==> src/rtl/wb_master_seq.sv <==
// wb_master_seq
//   Wishbone classic initiator. A valid/ready command stream (we, sel, addr,
//   wdata) is buffered in a small FIFO, and each command becomes one single
//   Wishbone read or write cycle. Every cycle yields one response on a
//   valid/ready stream: read data for reads, completion status for writes,
//   and an error flag if the slave does not acknowledge in time.
//
// Ports
//   wb_clk_i, wb_rst_i     clock, synchronous active-high reset
//   cmd_*                  command stream in (valid/ready handshake)
//   rsp_*                  response stream out (rdata is 0 for writes/errors)
//   wbm_*                  Wishbone classic master interface
//   busy_o                 commands queued or a transaction in flight
//
// Parameters
//   FIFO_DEPTH      command FIFO entries, power of two, >= 2
//   TIMEOUT_CYCLES  bus cycles to wait for ack before error; 0 disables

module wb_master_seq #(
  parameter int unsigned FIFO_DEPTH     = 4,
  parameter int unsigned TIMEOUT_CYCLES = 255
) (
  input  logic        wb_clk_i,
  input  logic        wb_rst_i,
  input  logic        cmd_valid_i,
  output logic        cmd_ready_o,
  input  logic        cmd_we_i,
  input  logic [31:0] cmd_addr_i,
  input  logic [31:0] cmd_wdata_i,
  input  logic [3:0]  cmd_sel_i,
  output logic        rsp_valid_o,
  input  logic        rsp_ready_i,
  output logic [31:0] rsp_rdata_o,
  output logic        rsp_err_o,
  output logic        wbm_cyc_o,
  output logic        wbm_stb_o,
  output logic        wbm_we_o,
  output logic [3:0]  wbm_sel_o,
  output logic [31:0] wbm_adr_o,
  output logic [31:0] wbm_dat_o,
  input  logic [31:0] wbm_dat_i,
  input  logic        wbm_ack_i,
  output logic        busy_o
);

  localparam int unsigned PW = (FIFO_DEPTH > 1) ? $clog2(FIFO_DEPTH) : 1;
  localparam int unsigned CW = PW + 1;
  localparam int unsigned TW = (TIMEOUT_CYCLES > 1) ? $clog2(TIMEOUT_CYCLES) : 1;
  localparam logic [TW-1:0] TMO_LAST = TW'(TIMEOUT_CYCLES - 1);

  localparam logic [1:0] ST_IDLE = 2'd0;
  localparam logic [1:0] ST_BUS  = 2'd1;
  localparam logic [1:0] ST_RSP  = 2'd2;

  // ---------------------------------------------------------------- FIFO
  // Entry layout: {we, sel[3:0], addr[31:0], wdata[31:0]} = 69 bits.
  logic [68:0]   fifo_mem [FIFO_DEPTH];
  logic [PW-1:0] wr_ptr_reg;
  logic [PW-1:0] rd_ptr_reg;
  logic [CW-1:0] count_reg;
  logic [68:0]   head;
  logic          push;
  logic          pop;

  logic [1:0]    state_reg;
  logic [TW-1:0] tmo_reg;
  logic          cyc_reg;
  logic          we_reg;
  logic [3:0]    sel_reg;
  logic [31:0]   adr_reg;
  logic [31:0]   dat_reg;
  logic          rsp_valid_reg;
  logic [31:0]   rsp_rdata_reg;
  logic          rsp_err_reg;
  logic          busy_reg;

  assign cmd_ready_o = (count_reg != CW'(FIFO_DEPTH));
  assign push        = cmd_valid_i & cmd_ready_o;
  assign pop         = (state_reg == ST_IDLE) && (count_reg != '0);
  assign head        = fifo_mem[rd_ptr_reg];

  // Storage is not reset: stale entries are unreachable once count is 0.
  always_ff @(posedge wb_clk_i) begin
    if (push) begin
      fifo_mem[wr_ptr_reg] <= {cmd_we_i, cmd_sel_i, cmd_addr_i, cmd_wdata_i};
    end
  end

  always_ff @(posedge wb_clk_i) begin
    if (wb_rst_i) begin
      wr_ptr_reg <= '0;
      rd_ptr_reg <= '0;
      count_reg  <= '0;
    end else begin
      if (push) wr_ptr_reg <= wr_ptr_reg + PW'(1);
      if (pop)  rd_ptr_reg <= rd_ptr_reg + PW'(1);
      case ({push, pop})
        2'b10:   count_reg <= count_reg + CW'(1);
        2'b01:   count_reg <= count_reg - CW'(1);
        default: count_reg <= count_reg;
      endcase
    end
  end

  // ----------------------------------------------------------------- FSM
  always_ff @(posedge wb_clk_i) begin
    if (wb_rst_i) begin
      state_reg     <= ST_IDLE;
      tmo_reg       <= '0;
      cyc_reg       <= 1'b0;
      we_reg        <= 1'b0;
      sel_reg       <= '0;
      adr_reg       <= '0;
      dat_reg       <= '0;
      rsp_valid_reg <= 1'b0;
      rsp_rdata_reg <= '0;
      rsp_err_reg   <= 1'b0;
    end else begin
      case (state_reg)
        ST_IDLE: begin
          if (pop) begin
            we_reg    <= head[68];
            sel_reg   <= head[67:64];
            adr_reg   <= head[63:32];
            dat_reg   <= head[31:0];
            cyc_reg   <= 1'b1;
            tmo_reg   <= '0;
            state_reg <= ST_BUS;
          end
        end
        ST_BUS: begin
          // Ack is checked first so it wins over a coincident timeout.
          if (wbm_ack_i) begin
            cyc_reg       <= 1'b0;
            rsp_rdata_reg <= we_reg ? 32'h0 : wbm_dat_i;
            rsp_err_reg   <= 1'b0;
            rsp_valid_reg <= 1'b1;
            state_reg     <= ST_RSP;
          end else if ((TIMEOUT_CYCLES != 0) && (tmo_reg == TMO_LAST)) begin
            cyc_reg       <= 1'b0;
            rsp_rdata_reg <= 32'h0;
            rsp_err_reg   <= 1'b1;
            rsp_valid_reg <= 1'b1;
            state_reg     <= ST_RSP;
          end else begin
            tmo_reg <= tmo_reg + TW'(1);
          end
        end
        ST_RSP: begin
          // Returning to IDLE here makes the next pop happen one cycle
          // later, leaving an idle bus cycle between transactions.
          if (rsp_ready_i) begin
            rsp_valid_reg <= 1'b0;
            state_reg     <= ST_IDLE;
          end
        end
        default: begin
          state_reg <= ST_IDLE;
          cyc_reg   <= 1'b0;
        end
      endcase
    end
  end

  // Registered status; lags the FIFO/FSM by one cycle.
  always_ff @(posedge wb_clk_i) begin
    if (wb_rst_i) begin
      busy_reg <= 1'b0;
    end else begin
      busy_reg <= (count_reg != '0) || (state_reg != ST_IDLE);
    end
  end

  assign wbm_cyc_o   = cyc_reg;
  assign wbm_stb_o   = cyc_reg;
  assign wbm_we_o    = we_reg;
  assign wbm_sel_o   = sel_reg;
  assign wbm_adr_o   = adr_reg;
  assign wbm_dat_o   = dat_reg;
  assign rsp_valid_o = rsp_valid_reg;
  assign rsp_rdata_o = rsp_rdata_reg;
  assign rsp_err_o   = rsp_err_reg;
  assign busy_o      = busy_reg;

endmodule

==> config.mk <==
export PLATFORM = sky130hd
export DESIGN_NAME = wb_master_seq
export DESIGN_NICKNAME = d
export VERILOG_FILES = /design/src/rtl/wb_master_seq.sv
export SDC_FILE = /design/constraint.sdc
export NUM_CORES = 1
export LEC_CHECK = 0
export CAP_MARGIN = 0
export CORE_MARGIN = 4
export CORE_UTILIZATION = 35
export CTS_CLUSTER_SIZE = 40
export DETAILED_ROUTE_END_ITERATION = 8
export DONT_BUFFER_PORTS = 1
export GPL_TIMING_DRIVEN = 0
export PLACE_DENSITY_LB_ADDON = 0.25
export SLEW_MARGIN = 40
export SYNTH_ARGS = -nofsm -noshare
export SYNTH_HDL_FRONTEND = slang
export SYNTH_SLANG_ARGS = --single-unit
==> constraint.sdc <==
create_clock -name wb_clk_i -period 5.2 [get_ports wb_clk_i]
set_clock_uncertainty 0.05 [all_clocks]
set_input_delay 0.52 -clock wb_clk_i [delete_from_list [all_inputs] [get_ports wb_clk_i]]
set_output_delay 0.52 -clock wb_clk_i [all_outputs]
set_load 0.01 [all_outputs]
==> results of run 1 <==
==> worst max-delay path: stages (launching register included) <==
cell	delay, ps
dfxtp_1	290
buf_4	160
nor2_4	170
nand2_4	190
inv_2	320
buf_6	210
ha_1	190
inv_1	60
fa_1	370
xor2_1	150
or3_1	300
a21oi_1	130
==> layer usage <==
layer	share of wire [%]	vias to the layer above	track usage (%)
li1	-	3527	-
met4	2.1	4	4.605
met1	42	3855	18.88
met3	7.0	46	4.574
met2	49	187	24.85
met5	0.060	-	0
==> what timing repair did <==
action,CTS,global route
hold buffers,71,0
setup buffers,0,0
gates resized for setup,0,0
hold endpoints to repair,278,0
==> per-stage QoR <==
stage | power, mW | instance area (sq um) | hold slack [ps]
2_1_floorplan | 5.777 | 14440 | 419.2
3_3_place_gp | 6.463 | 15100 | 438.5
3_5_place_dp | 6.502 | 15290 | 448.4
4_1_cts | 9.719 | 17460 | 0.4357
5_1_grt | 10.08 | 17460 | 6.120
6_report | 9.525 | 17460 | 44.04
==> cells by family (layout without fill, tap and decap cells) <==
family / after synthesis / after routing / synth area share (%)
compound gates: 125 / 125 / 5.485
xor+xnor: 8 / 8 / 0.4853
fa+ha+maj: 8 / 8 / 0.7452
buf+inv: 60 / 221 / 2.340
flops: 398 / 398 / 74.32
mux: 69 / 69 / 10.76
other cells: 0 / 1 / 0
simple gates: 191 / 191 / 5.867
==> worst max-delay path by stage <==
stage | start | to | slack, ps | cells past startpoint
finish | state_reg[0]$_SDFFE_PP0P_ | count_reg[2]$_SDFFE_PP0P_ | 2510 | 11
global route | state_reg[0]$_SDFFE_PP0P_ | count_reg[2]$_SDFFE_PP0P_ | 2350 | 11
CTS | state_reg[0]$_SDFFE_PP0P_ | count_reg[2]$_SDFFE_PP0P_ | 2450 | 11
detailed placement | state_reg[0]$_SDFFE_PP0P_ | count_reg[2]$_SDFFE_PP0P_ | 2450 | 11
global placement | count_reg[0]$_SDFFE_PP0P_ | fifo_mem[0][50]$_DFFE_PP_ | 600 | 2
floorplan | count_reg[0]$_SDFFE_PP0P_ | fifo_mem[0][0]$_DFFE_PP_ | 2410 | 2
==> power by group <==
part	internal, mW	total (mW)	leakage [nW]	switching [mW]
sequential	3.89	4.28	3.53	0.386
clock	1.85	3.11	0.715	1.27
combinational	0.905	2.13	1.57	1.23
==> area by class of cell <==
cell class / instances / area (sq um) / share of cell area, %
Sequential cell: 398 / 10730 / 61.44
Multi-Input combinational cell: 401 / 3391 / 19.42
Clock buffer: 59 / 1207 / 6.914
Timing Repair Buffer: 79 / 870.8 / 4.986
Tap cell: 532 / 665.6 / 3.811
Buffer: 48 / 294.0 / 1.684
Clock inverter: 23 / 257.7 / 1.476
Inverter: 12 / 45.04 / 0.2579
Antenna cell: 1 / 2.502 / 0.01433
==> placed cells by master, fill, tap and decap left out, types with 4 or more instances in the layout <==
master and n:
edfxtp_1 276, nand2_1 144, dfxtp_1 122, a21oi_1 79, dlygate4sd3_1 71, mux4_2 69, clkbuf_16 44, a22o_1 32
buf_2 18, clkbuf_1 18, buf_4 16, nor2_1 16, inv_1 11, clkinv_2 9, buf_12 8, ha_1 7
xor2_1 5, or3_1 5, clkbuf_8 5, buf_6 4, and3_4 4, nand3_1 4, o21ai_0 4, bufinv_16 4
==> flow_metrics.env, run 1 <==
export IMPL_status="finished clean"
export IMPL_reg2reg_depth=11
export IMPL_finalHoldViolations=0
export IMPL_start_kind="register"
export IMPL_finalNonFillerCells=1553
export IMPL_route_vias_total=7619
export IMPL_slew_viol_final=0
export IMPL_io_pins=213
export IMPL_ir_worst_vdd_uv=355.8
export IMPL_dieArea_sq_mm=0.04457
export IMPL_wire_per_inst_um=21.36
export IMPL_antenna_left=0
export IMPL_layout_worst_path_cycle_share_pct=51.67
export IMPL_rsz0062_at_grt="false"
export IMPL_slew_headroom_pct=48.80
export IMPL_cts_inserted_buffers=44
export IMPL_power_density_mw_per_mm2=545.4
export IMPL_r2r_start="state_reg[0]$_SDFFE_PP0P_"
export IMPL_cts_clk_slew_worst_paths_ps=60
export IMPL_crit_path_max_fanout=10
export IMPL_crit_type="register to register"
export IMPL_synth_top_cell_area_share_pct=57.40
export IMPL_clock_sinks=398
export IMPL_root_buffer="clkbuf_16"
export IMPL_via_per_inst=4.906
export IMPL_yosys_area_top_type="edfxtp_1"
export IMPL_clock_latency_ps=560
export IMPL_leakagePower_nw=5.811
export IMPL_finalNetCount=1098
export IMPL_rows=74
export IMPL_setup_violations=0
export IMPL_fmax_mhz=372.2
export IMPL_htree_levels=2
export IMPL_antenna_found_initial=3
export IMPL_synth_seq_cells=398
export IMPL_grt_use_total_pct=14.94
export IMPL_ys_top_cells_by_area="edfxtp_1 (57%), dfxtp_1 (17%), mux4_2 (11%)"
export IMPL_yosys_warnings=0
export IMPL_synth_edff_count=276
export IMPL_reg2reg_slack_ps=2510
export IMPL_hold_path_depth=1
export IMPL_fillers=3617
export IMPL_largest_reg_flops=276
export IMPL_synth_common_cells="edfxtp_1 (276), nand2_1 (144), dfxtp_1 (122)"
export IMPL_fp_dieW_um=211.1
export IMPL_wl_um=33170
export IMPL_grt_pass1_vias=8033
export IMPL_drt_first_pass_iters=6
export IMPL_layout_drive_gt1_share_pct=19.71
export IMPL_fin_util_pct=42.77
export IMPL_final_min_clock_period_ps=2687
export IMPL_synth_flop_cell="edfxtp_1"
export IMPL_endpoint_kind="register"
export IMPL_grt_pass1_wl_um=50490
export IMPL_dp_cells=1399
export IMPL_syn2layout_area_growth_pct=20.95
export IMPL_pre_cts_ws_ps=2450
export IMPL_top_register="fifo_mem"
export IMPL_start_util_pct=35.36
export IMPL_clockBufferDepth=3
export IMPL_finalSetupTns_ps=0
export IMPL_tightestPinTransition_ps=768.1
export IMPL_synthArstFlopShare_pct=0
export IMPL_yosysSeqAreaShare_pct=74.32
export IMPL_remaining_drc_errors=0
export IMPL_min_delay_start="wbm_dat_i[19]"
export IMPL_gp_congestion=0.7121
export IMPL_holdPathEnd="rsp_rdata_o[19]$_SDFFE_PP0P_"
export IMPL_cp_required_ps=5640
export IMPL_synth_cells=859
export IMPL_syn_area_per_cell_sq_um=16.81
export IMPL_cp_arrival_ps=3120
export IMPL_fp_coreArea_sq_mm=0.04083
export IMPL_netlist_area_sq_mm=0.01444
export IMPL_drtIter0Drc=322
export IMPL_grt_overflow=0
export IMPL_syn_nets=973
export IMPL_r2r_end="count_reg[2]$_SDFFE_PP0P_"
export IMPL_dp_hpwl_um=21280
export IMPL_worst_slack_ps=2513
export IMPL_synth_cell_types=43
export IMPL_post_synth_top_count_cell="edfxtp_1"
export IMPL_port_buffers=0
export IMPL_drv_cap=0
export IMPL_hp_class="input port to register"
export IMPL_die_h_um=211.1
export IMPL_grt_max_degree=29
export IMPL_cts_tree="built"
Note: power is estimated with default switching activity, not from simulation.
==> run 2, diff against run 1 <==
==> constraint.sdc (replaced) <==
create_clock -name wb_clk_i -period 2.7 [get_ports wb_clk_i]
set_clock_uncertainty 0.05 [all_clocks]
set_input_delay 0.27 -clock wb_clk_i [delete_from_list [all_inputs] [get_ports wb_clk_i]]
set_output_delay 0.27 -clock wb_clk_i [all_outputs]
set_load 0.01 [all_outputs]
==> flow_metrics.env, run 2 (same netlist as run 1, synthesis figures left out) <==
export IMPL_cts_inserted_buffers=45
export IMPL_p_clk_share_pct=32.9
export IMPL_cp_arrival_ps=2920
export IMPL_dp_cells=1399
export IMPL_path_cells="buf_4 -> nor2_4 -> nand2_4 -> inv_8 -> buf_6 -> ha_1 -> inv_1 -> fa_1 -> xor2_1 -> or3_1 -> a21oi_1"
export IMPL_endpoint_kind="register"
export IMPL_power_density_mw_per_mm2=1037
export IMPL_min_delay_start="cmd_valid_i"
export IMPL_antenna_left=0
export IMPL_p_total_mw=18.50
export IMPL_path_depth=11
export IMPL_cts_tree="built"
export IMPL_drv_cap=0
export IMPL_route_vias_total=7803
export IMPL_start_util_pct=35.36
export IMPL_crit_path_max_fanout=10
export IMPL_port_buffers=0
export IMPL_layout_common_cells="edfxtp_1 (276), nand2_1 (144), dfxtp_1 (122), dlygate4sd3_1 (104), a21oi_1 (79)"
export IMPL_p_comb_share_pct=22.5
export IMPL_grt_pass1_wl_um=50600
export IMPL_critPathLaunch="state_reg[0]$_SDFFE_PP0P_"
export IMPL_io_pins=213
export IMPL_critPathBufInv=4
export IMPL_final_min_clock_period_ps=2491
export IMPL_largest_reg_flops=276
export IMPL_crit_end="count_reg[2]$_SDFFE_PP0P_"
export IMPL_wire_per_inst_um=21.10
export IMPL_drt_first_pass_iters=6
export IMPL_r2r_end="count_reg[2]$_SDFFE_PP0P_"
export IMPL_cts_setup_buffers=0
export IMPL_cp_required_ps=3130
export IMPL_clock_latency_ps=570
export IMPL_grt_use_total_pct=14.91
export IMPL_slew_viol_final=0
export IMPL_wl_um=33500
export IMPL_p_int_mw=12.93
export IMPL_setup_violations=0
export IMPL_rsz0062_at_grt="false"
export IMPL_gp_congestion=0.7256
export IMPL_finalSetupTns_ps=0
export IMPL_hp_class="input port to register"
export IMPL_rows=74
export IMPL_grt_pass1_vias=8367
export IMPL_fp_dieW_um=211.1
export IMPL_grt_overflow=0
export IMPL_switching_share_pct=30.11
export IMPL_dieArea_sq_mm=0.04457
export IMPL_clock_sinks=398
export IMPL_top_register="fifo_mem"
export IMPL_htree_levels=2
export IMPL_die_h_um=211.1
export IMPL_sequentialPowerShare_pct=44.5
export IMPL_finalNetCount=1132
export IMPL_root_buffer="clkbuf_16"
export IMPL_worst_path_largest_cell_delay_ps=370
export IMPL_antenna_found_initial=3
export IMPL_worst_slack_ps=208.7
export IMPL_crit_type="register to register"
export IMPL_fmax_mhz=401.4
export IMPL_slew_headroom_pct=53.40
export IMPL_syn2layout_area_growth_pct=23.58
export IMPL_leakagePower_nw=5.955
export IMPL_start_kind="register"
export IMPL_tightestPinTransition_ps=699.0
export IMPL_fp_coreArea_sq_mm=0.04083
export IMPL_via_per_inst=4.914
export IMPL_reg2reg_depth=11
export IMPL_mostFrequentLayoutCell="edfxtp_1"
export IMPL_cts_clk_slew_worst_paths_ps=60
export IMPL_fin_util_pct=43.70
export IMPL_layout_worst_path_cycle_share_pct=92.27
export IMPL_drtIter0Drc=367
export IMPL_pre_cts_ws_ps=1.785
export IMPL_r2r_start="state_reg[0]$_SDFFE_PP0P_"
export IMPL_switching_power_mw=5.570
export IMPL_grt_max_degree=32
export IMPL_ir_worst_vdd_uv=717.9
export IMPL_status="finished clean"
export IMPL_dp_hpwl_um=21610
export IMPL_path_delay_family="simple AND/OR/NAND/NOR gates"
export IMPL_slowest_stage="fa_1"
export IMPL_clockBufferDepth=3
export IMPL_finalHoldViolations=0
export IMPL_fillers=3610
export IMPL_remaining_drc_errors=0
export IMPL_finalNonFillerCells=1588
export IMPL_reg2reg_slack_ps=210
export IMPL_layout_drive_gt1_share_pct=18.96
run 2: worst min-delay path by stage:
stage	endpoint	slack (ps)	cells past startpoint
6_report	fifo_mem[1][5]$_DFFE_PP_	100	1
5_1_grt	fifo_mem[1][5]$_DFFE_PP_	80	1
4_1_cts	fifo_mem[1][68]$_DFFE_PP_	60	1
3_5_place_dp	fifo_mem[1][61]$_DFFE_PP_	320	0
3_3_place_gp	rsp_err_o$_SDFFE_PP0P_	320	1
2_1_floorplan	rsp_err_o$_SDFFE_PP0P_	320	1
run 2: power by group through the flow:
| stage | Combinational [mW] | Clock [mW] | Sequential, mW |
|---|---|---|---|
| finish | 4.17 | 6.10 | 8.24 |
| global route | 4.68 | 6.57 | 8.35 |
| CTS | 4.34 | 6.31 | 8.27 |
| detailed placement | 4.15 | 0 | 8.40 |
| global placement | 4.05 | 0 | 8.41 |
| floorplan | 2.94 | 0 | 8.16 |
run 2: stage by stage:
stage          area [sq um]  hold slack (ps)
6_report              17840            97.81
4_1_cts               17830            58.61
3_5_place_dp          15280            319.0
3_3_place_gp          15110            319.0
5_1_grt               17840            75.25
2_1_floorplan         14440            315.6
run 2: worst reg2reg max path: stages (launching register included):
cell and delay (ps):
dfxtp_1 300, buf_4 160, nor2_4 180, nand2_4 180, inv_8 160, buf_6 170, ha_1 200, inv_1 60
fa_1 370, xor2_1 150, or3_1 300, a21oi_1 140
run 2: per-layer routing:
metal  global-route usage (%)  wire (um)  up-vias
met5                        0          7        -
met2                    25.14      16260      207
met3                    4.292       2357       58
met1                    18.71      14100     3931
li1                         -          -     3605
met4                    4.672        780        2
run 2: repair_timing:
action / in CTS / in global routing
endpoints found under the hold margin: 314 / 0
setup endpoints to repair: 1 / 1
resized for setup: 1 / 3
hold buffers: 104 / 0
run 2: cell type report:
type                    instances  area, sq um  area share, %
repair buffers                112         1201          6.732
diodes                          1        2.502        0.01402
clock inverters                30        324.1          1.816
plain buffers                  48        292.8          1.641
flip-flops and latches        398        10730          60.14
clock buffers                  54         1181          6.619
inverters                      12        52.55         0.2945
multi-input cells             401         3393          19.02
well taps                     532        665.6          3.730
==> run 3, diff against run 2 <==
--- a/config.mk
+++ b/config.mk
@@ -8,6 +8,7 @@
 export CAP_MARGIN = 0
 export CORE_MARGIN = 4
 export CORE_UTILIZATION = 35
+export CTS_BUF_LIST = sky130_fd_sc_hd__clkbuf_8
 export CTS_CLUSTER_SIZE = 40
 export DETAILED_ROUTE_END_ITERATION = 8
 export DONT_BUFFER_PORTS = 1
==> flow_metrics.env, run 3 (same netlist as run 1, synthesis figures left out) <==
export IMPL_slew_viol_final=0
export IMPL_finalNonFillerCells=1630
export IMPL_holdWs_ps=77.43
export IMPL_top_register="fifo_mem"
export IMPL_clock_sinks=398
export IMPL_reg2reg_depth=11
export IMPL_finalHoldViolations=0
export IMPL_rsz0062_at_grt="false"
export IMPL_setup_violations=0
export IMPL_crit_type="register to register"
export IMPL_pre_cts_ws_ps=1.785
export IMPL_antenna_left=0
export IMPL_fp_dieW_um=211.1
export IMPL_wl_um=34150
export IMPL_cp_required_ps=3170
export IMPL_htree_levels=3
export IMPL_dieArea_sq_mm=0.04457
export IMPL_antenna_found_initial=4
export IMPL_remaining_drc_errors=0
export IMPL_fmax_mhz=399.5
export IMPL_regArea_sq_mm=0.01073
export IMPL_fillers=3637
export IMPL_io_pins=213
export IMPL_endpoint_kind="register"
export IMPL_port_buffers=0
export IMPL_cts_tree="built"
export IMPL_root_buffer="clkbuf_8"
export IMPL_wire_per_inst_um=20.95
export IMPL_leakagePower_nw=6.058
export IMPL_hold_path_depth=4
export IMPL_layout_common_cells="edfxtp_1 (276), nand2_1 (144), dfxtp_1 (122), dlygate4sd3_1 (104), a21oi_1 (79)"
export IMPL_via_per_inst=4.869
export IMPL_grt_pass1_vias=8608
export IMPL_ir_worst_vdd_uv=587.0
export IMPL_worst_slack_ps=196.7
export IMPL_reg2reg_slack_ps=200
export IMPL_clock_latency_ps=620
export IMPL_multi_input_area_sq_mm=0.003393
export IMPL_dp_cells=1399
export IMPL_final_min_clock_period_ps=2503
export IMPL_die_h_um=211.1
export IMPL_crit_path_max_fanout=10
export IMPL_layout_worst_path_cycle_share_pct=92.71
export IMPL_cts_inserted_buffers=71
export IMPL_dp_hpwl_um=21610
export IMPL_largest_reg_flops=276
export IMPL_start_util_pct=35.36
export IMPL_drt_first_pass_iters=5
export IMPL_rows=74
export IMPL_clockBufferDepth=3
export IMPL_cp_arrival_ps=2970
export IMPL_status="finished clean"
export IMPL_mostFrequentLayoutCell="edfxtp_1"
export IMPL_fp_coreArea_sq_mm=0.04083
export IMPL_finalNetCount=1158
export IMPL_cts_setup_buffers=0
export IMPL_power_density_mw_per_mm2=1022
export IMPL_gp_congestion=0.7256
export IMPL_grt_overflow=0
export IMPL_syn2layout_area_growth_pct=23.33
export IMPL_grt_max_degree=32
export IMPL_drtIter0Drc=373
export IMPL_cts_clk_slew_worst_paths_ps=60
export IMPL_tightestPinTransition_ps=701.5
export IMPL_slew_headroom_pct=53.23
export IMPL_layout_drive_gt1_share_pct=20.71
export IMPL_hp_class="input port to register"
export IMPL_start_kind="register"
export IMPL_route_vias_total=7937
export IMPL_drv_cap=0
export IMPL_grt_use_total_pct=15.26
export IMPL_fin_util_pct=43.61
export IMPL_grt_pass1_wl_um=51320
## run 3: cell types whose count changed in the layout (fill, tap and decap cells not counted), sizes merged
cell,previous run,this run
diode,1,2
clkinv,17,20
clkbuf,63,86
clkinvlp,5,1
inv,15,31
bufinv,5,8
## run 3: through the flow
step / total power [mW] / cell area [sq um] / TNS, ps
after global routing: 19.34 / 17810 / 0
final: 18.20 / 17810 / 0
after floorplan: 11.11 / 14440 / 0
after global placement: 12.45 / 15110 / -78620
after detailed placement: 12.55 / 15280 / 0
after CTS: 18.63 / 17790 / 0
## run 3: critical path, stage by stage, from the launching register on
cell and delay [ps]:
dfxtp_1 300, buf_4 160, nor2_4 180, nand2_4 180
inv_8 160, buf_6 170, ha_1 200, inv_1 60
fa_1 370, xor2_1 150, or3_1 300, a21oi_1 140
## run 3: final cells by class
| class | count | area share, % |
|---|---|---|
| Inverter | 12 | 0.2951 |
| Antenna cell | 2 | 0.02811 |
| Timing Repair Buffer | 112 | 6.745 |
| Multi-Input combinational cell | 401 | 19.06 |
| Buffer | 48 | 1.644 |
| Sequential cell | 398 | 60.26 |
| Clock buffer | 77 | 5.951 |
| Clock inverter | 48 | 2.284 |
| Tap cell | 532 | 3.738 |
## run 3: report_power, final
group	total, mW	switching (mW)	internal [mW]
combinational	4.17	2.38	1.79
sequential	8.24	0.737	7.50
clock	5.79	2.40	3.39
## run 3: path summary, 6_finish.rpt
path | start | end
setup / recovery | state_reg[0]$_SDFFE_PP0P_ | count_reg[2]$_SDFFE_PP0P_
hold / removal | wbm_ack_i | wbm_cyc_o$_SDFFE_PP0P_
setup reg to reg | state_reg[0]$_SDFFE_PP0P_ | count_reg[2]$_SDFFE_PP0P_
hold reg to reg | wbm_adr_o[29]$_SDFFE_PP0P_ | wbm_adr_o[29]$_SDFFE_PP0P_
## run 3: routing by layer
metal / GRT usage (%) / wire [um] / up-vias / share of wire [%]
li1: - / - / 3665 / -
met4: 5.231 / 868 / 2 / 2.5
met3: 5.570 / 2444 / 68 / 7.2
met5: 0 / 8 / - / 0.023
met2: 25.26 / 16570 / 236 / 49
met1: 18.58 / 14260 / 3966 / 42
## run 3: repair_timing
action,4_1_cts,5_1_grt
gates resized for setup,1,3
endpoints found under the hold margin,320,0
hold buffers,104,0
endpoints found under the setup margin,1,1
